File: src/rtl/sec_mask_pkg.sv
// Shared definitions for the masked conversion datapath: default share geometry,
// AND-gadget randomness sizing and the serial converter FSM states.
package sec_mask_pkg;

    localparam int K_WIDTH_DEF  = 32;
    localparam int N_SHARES_DEF = 8;

    function automatic int rand_and(input int n);
        return n * (n - 1) / 2;
    endfunction

    typedef enum logic [1:0] {
        IDLE = 2'd0,
        LOAD = 2'd1,
        ADD  = 2'd2,
        DONE = 2'd3
    } a2b_state_t;

endpackage

File: src/rtl/sec_and_dom_bit.sv
// N-share, 1-bit domain-oriented masked AND with one register stage.
// The synchronous clr zeroes the registered terms so the output reads as a zero sharing.
module sec_and_dom_bit
    import sec_mask_pkg::*;
#(
    parameter int N_SHARES = N_SHARES_DEF,
    parameter int RAND_AND = rand_and(N_SHARES)
) (
    input  logic                clk,
    input  logic                rst_n,
    input  logic                ena,
    input  logic                clr,
    input  logic [N_SHARES-1:0] a,
    input  logic [N_SHARES-1:0] b,
    input  logic [RAND_AND-1:0] rnd,
    output logic [N_SHARES-1:0] z
);

    // Random bit shared by the (i,j) and (j,i) cross terms, i<j.
    function automatic int pair_idx(input int i, input int j);
        return i * (2 * N_SHARES - i - 1) / 2 + (j - i - 1);
    endfunction

    logic [N_SHARES*N_SHARES-1:0] term_nxt;
    logic [N_SHARES*N_SHARES-1:0] term_q;

    for (genvar gi = 0; gi < N_SHARES; gi++) begin : g_row
        for (genvar gj = 0; gj < N_SHARES; gj++) begin : g_col
            if (gi == gj) begin : g_inner
                assign term_nxt[gi*N_SHARES+gj] = a[gi] & b[gj];
            end else if (gi < gj) begin : g_upper
                assign term_nxt[gi*N_SHARES+gj] = (a[gi] & b[gj]) ^ rnd[pair_idx(gi, gj)];
            end else begin : g_lower
                assign term_nxt[gi*N_SHARES+gj] = (a[gi] & b[gj]) ^ rnd[pair_idx(gj, gi)];
            end
        end
    end

    // Register boundary: cross terms are stored before compression.
    always_ff @(posedge clk or negedge rst_n) begin
        if (!rst_n) begin
            term_q <= '0;
        end else if (ena) begin
            term_q <= clr ? '0 : term_nxt;
        end
    end

    for (genvar gi = 0; gi < N_SHARES; gi++) begin : g_out
        assign z[gi] = ^term_q[gi*N_SHARES +: N_SHARES];
    end

endmodule

File: src/rtl/sec_a2b_serial.sv
// Bit-serial arithmetic-to-Boolean masking converter built on one 1-bit DOM AND carry engine.
// Optional macro SEC_A2B_SERIAL_REFRESH_EN enables refreshing of the loaded sharings.
module sec_a2b_serial
    import sec_mask_pkg::*;
#(
    parameter int K_WIDTH  = K_WIDTH_DEF,
    parameter int N_SHARES = N_SHARES_DEF,
    parameter int RAND_AND = rand_and(N_SHARES),
    parameter int RAND_REF = K_WIDTH * (N_SHARES - 1),
    parameter int RNDW     = RAND_REF + RAND_AND
) (
    input  logic                          clk,
    input  logic                          rst_n,
    input  logic                          dvld,
    input  logic                          ena,
    input  logic [RNDW-1:0]               rnd,
    input  logic [K_WIDTH*N_SHARES-1:0]   i_a,
    output logic [K_WIDTH*N_SHARES-1:0]   o_b,
    output logic                          ovld,
    output logic                          ready
);

    localparam int IDX_W = (N_SHARES > 2) ? $clog2(N_SHARES) : 1;
    localparam int BIT_W = (K_WIDTH > 2) ? $clog2(K_WIDTH) : 1;
    localparam logic [IDX_W-1:0] IDX_LAST = IDX_W'(N_SHARES - 1);
    localparam logic [BIT_W-1:0] BIT_LAST = BIT_W'(K_WIDTH - 1);
`ifdef SEC_A2B_SERIAL_REFRESH_EN
    localparam logic REFRESH_EN = 1'b1;
`else
    localparam logic REFRESH_EN = 1'b0;
`endif

    // Sharing of v as (r_0, ..., r_{N-2}, v ^ XOR r_s); all-zero masks when refresh is off.
    function automatic logic [K_WIDTH*N_SHARES-1:0] refresh_share(
        input logic [K_WIDTH-1:0]  v,
        input logic [RAND_REF-1:0] r
    );
        logic [K_WIDTH*N_SHARES-1:0] sh;
        logic [RAND_REF-1:0]         rm;
        logic [K_WIDTH-1:0]          last;
        rm   = r & {RAND_REF{REFRESH_EN}};
        sh   = '0;
        last = v;
        for (int s = 0; s < N_SHARES - 1; s++) begin
            sh[s*K_WIDTH +: K_WIDTH] = rm[s*K_WIDTH +: K_WIDTH];
            last = last ^ rm[s*K_WIDTH +: K_WIDTH];
        end
        sh[(N_SHARES-1)*K_WIDTH +: K_WIDTH] = last;
        return sh;
    endfunction

    a2b_state_t state_q, state_nxt;

    logic [K_WIDTH-1:0] a_reg [N_SHARES];
    logic [K_WIDTH-1:0] acc   [N_SHARES];
    logic [K_WIDTH-1:0] y_sh  [N_SHARES];
    logic [K_WIDTH-1:0] acc_shift [N_SHARES];
    logic [K_WIDTH*N_SHARES-1:0] acc_shift_flat, acc_init, y_init;
    logic [IDX_W-1:0] idx;
    logic [BIT_W-1:0] bit_cnt;
    logic [N_SHARES-1:0] x_bit, y_bit, c_prev, c_cur, s_bit, and_a, and_b, and_z;
    logic last_bit, last_idx;

    assign acc_init = refresh_share(i_a[K_WIDTH-1:0], rnd[RAND_REF-1:0]);
    assign y_init   = refresh_share(a_reg[idx], rnd[RAND_REF-1:0]);
    assign last_bit = (bit_cnt == BIT_LAST);
    assign last_idx = (idx == IDX_LAST);

    // Carry c_j is rebuilt from the gadget output and the previous carry: c_{j+1} = AND ^ c_j.
    assign c_cur = and_z ^ c_prev;
    assign s_bit = x_bit ^ y_bit ^ c_cur;
    assign and_a = x_bit ^ c_cur;
    assign and_b = y_bit ^ c_cur;

    always_comb begin
        acc_shift_flat = '0;
        for (int s = 0; s < N_SHARES; s++) begin
            x_bit[s]     = acc[s][0];
            y_bit[s]     = y_sh[s][0];
            acc_shift[s] = {s_bit[s], acc[s][K_WIDTH-1:1]};
            acc_shift_flat[s*K_WIDTH +: K_WIDTH] = acc_shift[s];
        end
    end

    sec_and_dom_bit #(
        .N_SHARES (N_SHARES),
        .RAND_AND (RAND_AND)
    ) u_and (
        .clk   (clk),
        .rst_n (rst_n),
        .ena   (ena),
        .clr   (state_q == LOAD),
        .a     (and_a),
        .b     (and_b),
        .rnd   (rnd[RNDW-1:RAND_REF]),
        .z     (and_z)
    );

    always_ff @(posedge clk or negedge rst_n) begin
        if (!rst_n) begin
            state_q <= IDLE;
        end else begin
            state_q <= state_nxt;
        end
    end

    always_comb begin
        state_nxt = state_q;
        if (ena) begin
            case (state_q)
                IDLE:    if (dvld) state_nxt = LOAD;
                LOAD:    state_nxt = ADD;
                ADD:     if (last_bit) state_nxt = last_idx ? DONE : LOAD;
                default: state_nxt = IDLE;
            endcase
        end
    end

    always_comb begin
        ready = (state_q == IDLE);
        ovld  = (state_q == DONE) && ena;
    end

    // Stage boundary: share, accumulator, carry and counter registers.
    always_ff @(posedge clk or negedge rst_n) begin
        if (!rst_n) begin
            for (int s = 0; s < N_SHARES; s++) begin
                a_reg[s] <= '0;
                acc[s]   <= '0;
                y_sh[s]  <= '0;
            end
            c_prev  <= '0;
            idx     <= '0;
            bit_cnt <= '0;
            o_b     <= '0;
        end else if (ena) begin
            case (state_q)
                IDLE: if (dvld) begin
                    for (int s = 0; s < N_SHARES; s++) begin
                        a_reg[s] <= i_a[s*K_WIDTH +: K_WIDTH];
                        acc[s]   <= acc_init[s*K_WIDTH +: K_WIDTH];
                    end
                    idx <= IDX_W'(1);
                end
                LOAD: begin
                    for (int s = 0; s < N_SHARES; s++) begin
                        y_sh[s] <= y_init[s*K_WIDTH +: K_WIDTH];
                    end
                    c_prev  <= '0;
                    bit_cnt <= '0;
                end
                ADD: begin
                    for (int s = 0; s < N_SHARES; s++) begin
                        acc[s]  <= acc_shift[s];
                        y_sh[s] <= {1'b0, y_sh[s][K_WIDTH-1:1]};
                    end
                    c_prev  <= c_cur;
                    bit_cnt <= bit_cnt + BIT_W'(1);
                    if (last_bit) begin
                        if (last_idx) o_b <= acc_shift_flat;
                        else          idx <= idx + IDX_W'(1);
                    end
                end
                default: ;
            endcase
        end
    end

endmodule

File: config.mk
export PLATFORM = sky130hd
export DESIGN_NAME = sec_a2b_serial
export DESIGN_NICKNAME = d
export VERILOG_FILES = /design/src/rtl/sec_mask_pkg.sv /design/src/rtl/sec_and_dom_bit.sv /design/src/rtl/sec_a2b_serial.sv
export SDC_FILE = /design/constraint.sdc
export NUM_CORES = 1
export LEC_CHECK = 0
export CAP_MARGIN = 5
export CORE_UTILIZATION = 40
export DETAILED_ROUTE_END_ITERATION = 10
export PLACE_DENSITY = 0.65
export SLEW_MARGIN = 15
export SYNTH_ARGS = -nofsm -noshare
export SYNTH_HDL_FRONTEND = slang
export SYNTH_SLANG_ARGS = --single-unit
File: constraint.sdc
create_clock -name clk -period 4.35 [get_ports clk]
set_clock_uncertainty 0.05 [all_clocks]
set_input_delay 0.87 -clock clk [delete_from_list [all_inputs] [get_ports clk]]
set_output_delay 0.87 -clock clk [all_outputs]
set_load 0.05 [all_outputs]
# Yosys cells after proc, flatten, opt, wreduce, memory -nomap -nowiden
# Cells that the tools add are included.
[totals]
ff_bits = 1106
elab_cells = 202
inputBits = 512
output_inout_bits = 258
[classes]
n_reduce_logical = 18
muxes = 17
n_eq_ne = 8
bitwise = 126
magnitude_cmp = 1
n_addsub = 2
[ops]
columns = ["op", "count"]
rows = [
  ["one-hot mux 256 bit (2 select lines)", 2],
  ["two-way mux 256 bit", 1],
  ["binary-select mux 32 bit (select 3 bit)", 1],
  ["bitwise AND 1 bit", 64],
  ["two-way mux 32 bit", 2],
  ["two-way mux 64 bit", 1],
  ["parity 8 bit", 8],
  ["XOR 1 bit", 56],
  ["XOR 8 bit", 5],
  ["one-hot mux 8 bit (2 select lines)", 1],
  ["one-hot mux 5 bit (2 select lines)", 1],
  ["two-way mux 3 bit", 3],
  ["AND reduction 3 bit", 3],
  ["two-way mux 2 bit", 3],
  ["!= test 2 bit, second input constant", 3],
  ["one-hot mux 2 bit (3 select lines)", 1],
  ["one-hot mux 3 bit (2 select lines)", 1],
  ["adder 5 x 1 -> 5 bit, second input constant", 1],
  ["== test 5 bit, second input constant", 1],
  ["AND reduction 5 bit", 1],
  ["== test 2 bit, second input constant", 2],
  ["greater-or-equal comparator 4 bit, second input constant", 1],
  ["NOT 3 -> 4 bit", 1],
  ["AND reduction 4 bit", 1],
  ["other kinds (7)", 8],
]

# Depth between registers and ports, before layout
[logic_depth]
depth_word = 6
ltp_mapped = 10
ltp_nobuf = 8

# Cells and area by module
# A second synthesis with hierarchy kept.
[hier_totals]
hier_cells = 2596
hier_area_um2 = 36846.6
[by_module_without_submodules]
columns = ["mod", "instances", "cells_per_inst", "area_per_inst_um2"]
rows = [
  ["sec_a2b_serial", 1, 2197, 32862.8],
  ["sec_and_dom_bit", 1, 399, 3983.8],
]

# Least setup slack after synthesis
# OpenSTA, ideal clock, no wires.
[synth_path]
kind = "in2out"
startpoint = "in ena"
endpoint = "out ovld"
required_time_ns = 3.430
cell_stages = 4
arrival_time_ns = 2.019
path_slack_ns = 1.411
cell_sequence = "buf_2 -> clkbuf_1 -> clkbuf_1 -> and2_1"
[synth_between]
elab_chain_len = 1
[synth_rtl]
columns = ["element", "line", "text"]
rows = [
  ["from (decl)", "sec_a2b_serial.sv:15", "input logic ena,"],
  ["logical AND 1 bit", "sec_a2b_serial.sv:121", "ovld = (state_q == DONE) && ena;"],
  ["to (decl)", "sec_a2b_serial.sv:19", "output logic ovld,"],
]
# No other way between the ends.

# Worst setup path in the final report
[layout_path]
startpoint = "reg state_q[0]"
endpoint = "out ready"
[layout_between]
elab_chain_len = 1
[layout_rtl]
columns = ["element", "line", "text"]
rows = [
  ["from (decl)", "sec_a2b_serial.sv:52", "a2b_state_t state_q, state_nxt;"],
  ["from (signal assigned)", "sec_a2b_serial.sv:103", "state_q <= state_nxt;"],
  ["logical NOT 2 bit", "sec_a2b_serial.sv:120", "ready = (state_q == IDLE);"],
  ["to (decl)", "sec_a2b_serial.sv:20", "output logic ready"],
]
# No other way between the ends.

==> results.json <==
{
  "fp.dieW_um": 303,
  "slew_headroom_pct": 29.4,
  "outcome": "finished clean",
  "cts_setup_buffers": 0,
  "cp-end-kind": "output pin",
  "antenna_found_initial": 6,
  "drt_iter0_drc": 921,
  "critPathArrivalTime_ps": 2550,
  "io_pins": 770,
  "clock_sinks": 882,
  "drc": 0,
  "start_util_pct": 40.7,
  "syn-num-nets": 3057,
  "insertion_delay_ps": 660,
  "dp_hpwl_um": 63100,
  "p_sw_share_pct": 35.6,
  "drt-met1-wl_um": 38900,
  "rsz0062_at_grt": "false",
  "synthArstFlopShare_pct": 100,
  "ir_worst_vdd_mv": 0.559,
  "nets": 3591,
  "fin_area_um2": 46400,
  "grt_max_degree": 113,
  "die-area_um2": 91700,
  "cap_violations": 0,
  "power_density_nw_per_um2": 739,
  "p_sw_mw": 12.2,
  "routed_wl_um": 91100,
  "cp.required_ps": 3430,
  "fmax_mhz": 288,
  "die_height_um": 303,
  "syn_avg_cell_area_um2": 14.3,
  "ant_nets": 0,
  "grt_overflow": 0,
  "synth-edff-count": 0,
  "gp_congestion": 0.826,
  "cts_repair_resize_count": 0,
  "yosysSeqAreaShare_pct": 61.0,
  "rows": 109,
  "ys_warn_count": 0,
  "clkPwrFrac_pct": 24.2,
  "post_dp_cell_area_um2": 43200,
  "grt_usage_pct": 20.1,
  "drive_gt1_share_pct": 25.9,
  "setup_viol": 0,
  "grt_pass1_vias": 24107,
  "synth-seq-cells": 882,
  "reg2reg_slack_ps": 1170,
  "seqPwrFrac_pct": 34.3,
  "core-area_um2": 89100,
  "r2r-start": "state_q[0]$_DFFE_PN0P_",
  "topRoutingLayerUsed": "met5",
  "wire_per_inst_um": 21.2,
  "cp_max_fo": 5,
  "vias": 22412,
  "period_share_pct": 79.8,
  "worstSetupStartpointType": "register",
  "areaGrowthSynthToFinish_pct": 28.2,
  "fill_cells": 7450,
  "hold_path_class": "in -> async",
  "cts_buffer_depth": 3,
  "fin_tns_setup_ps": 0,
  "synthFlopType": "dfrtp_1",
  "cts_max_level": 3,
  "tightest_slew_ps": 1060,
  "grt_pass1_wl_um": 143000,
  "hold_viol_final": 0,
  "setup.worst_path.class": "reg -> out",
  "cts_tree": "yes",
  "r2r_cells": 6,
  "wl_met3_um": 6540,
  "cts_root_buf": "clkbuf_16",
  "p_int_mw": 22.1,
  "cts_made_buffers": 95,
  "clk_pin_slew_ps": 60,
  "reg2reg_to": "o_b[52]$_DFFE_PN0P_",
  "cts_hold_buf": 0,
  "layout_min_cycle_time_ps": 3470,
  "p_leak_nw": 21.1,
  "synth_cell_types": 41,
  "first_pass_iters": 4,
  "syn-cell-area_um2": 36200,
  "final-max-slew-violation-count": 0,
  "viasPerCell": 5.21,
  "syn-instance-count": 2531,
  "p_comb_share_pct": 41.5,
  "portBuffers": 545,
  "met2WireLength_um": 43400
}
-- cells by family after synthesis --
kind of cell	after synthesis	synth area share [%]
XOR/XNOR	118	3.63
buffers and inverters	250	2.83
adder cells (fa/ha/maj)	14	0.484
AO/OA/AOI/OAI	418	8.26
multiplexers	633	21.5
flip-flops	882	61.0
AND/OR/NAND/NOR	216	2.39
-- cells in the final DEF, fill, tap and decap left out, types with 3 or more instances in the layout --
master           netlist  layout
dfrtp_1              882     879
buf_4                  4      40
a22o_1               213     213
clkbuf_8               0      26
mux4_2                64      64
mux2_2               505     505
xnor2_2                8       8
nand2_1              134     132
ha_1                  14      13
xnor3_1                8       8
nand3b_1               6       6
xnor2_1               90      90
nand3_1                5       4
buf_12                 0      23
bufinv_16              0       8
mux2i_1               64      64
clkbuf_16              0      97
o21ai_0              137     137
clkinv_2               0      20
xor2_1                 5       5
inv_1                 78      78
clkdlybuf4s50_1        0     543
o22ai_1               57      57
nand2b_1               3       3
nor2_1                60      60
clkbuf_1              96      13
-- synthesized netlist by cell type, drive strengths merged, types with 14 or more instances --
cell type    n  area (um^2)
dfrtp      882        22100
mux2i       64          641
mux4        64         1440
mux2       505         5690
inv         79          297
o22ai       57          357
xnor2      100          973
clkbuf      96          360
nor2        61          231
nand2      134          503
a22o       213         1870
o21ai      138          691
buf         75          368
ha          14          175
-- how the worst max path moves through the flow --
stage / from / slack (ps) / endpoint
after detailed placement: dvld / 1080 / acc[25]$_DFFE_PN0P_
after floorplan: ena / 1410 / ovld
after CTS: state_q[0]$_DFFE_PN0P_ / 820 / ready
after global placement: dvld / 1110 / acc[8]$_DFFE_PN0P_
after global routing: state_q[1]$_DFFE_PN0P_ / 760 / ready
final: state_q[0]$_DFFE_PN0P_ / 880 / ready
-- power by group through the flow --
stage | clock network (mW) | registers (mW) | logic (mW)
finish | 8.29 | 11.8 | 14.2
floorplan | 0 | 11.3 | 10.9
global route | 8.86 | 12.0 | 15.6
detailed placement | 0 | 11.9 | 14.3
CTS | 8.51 | 11.8 | 14.4
global placement | 0 | 11.8 | 14.0
-- worst max-delay path, cell delays in order, from the launching register on --
cell and delay, ps:
dfrtp_1 440, inv_1 140, ha_1 310, clkdlybuf4s50_1 1000
-- metrics by stage --
stage	setup WS (ps)	cells	hold slack, ps	total power [mW]	utilization (%)
3_3_place_gp	1110	4133	409	25.8	48.5
3_5_place_dp	1080	4133	416	26.2	48.5
5_1_grt	761	4302	310	36.5	52.1
6_report	879	4302	269	34.3	52.1
4_1_cts	817	4301	287	34.7	52.1
2_1_floorplan	1410	2531	393	22.2	-
-- final cells by class --
class	instances	area, um^2	area share (%)
sequential	882	22100	47.6
multi-input combinational	1399	13100	28.3
timing repair buffer	608	6220	13.4
clock buffer	136	2830	6.11
tap	1165	1460	3.14
clock inverter	32	385	0.830
inverter	79	297	0.639
antenna	1	2.50	0.00539
-- routing by layer --
metal  global-route usage, %  vias up
met3                    5.78      134
met4                    6.16       10
li1                        -    10142
met2                    32.7      588
met1                    25.9    11538
met5                       0        -
No activity file was read; power rests on OpenSTA's default activity.
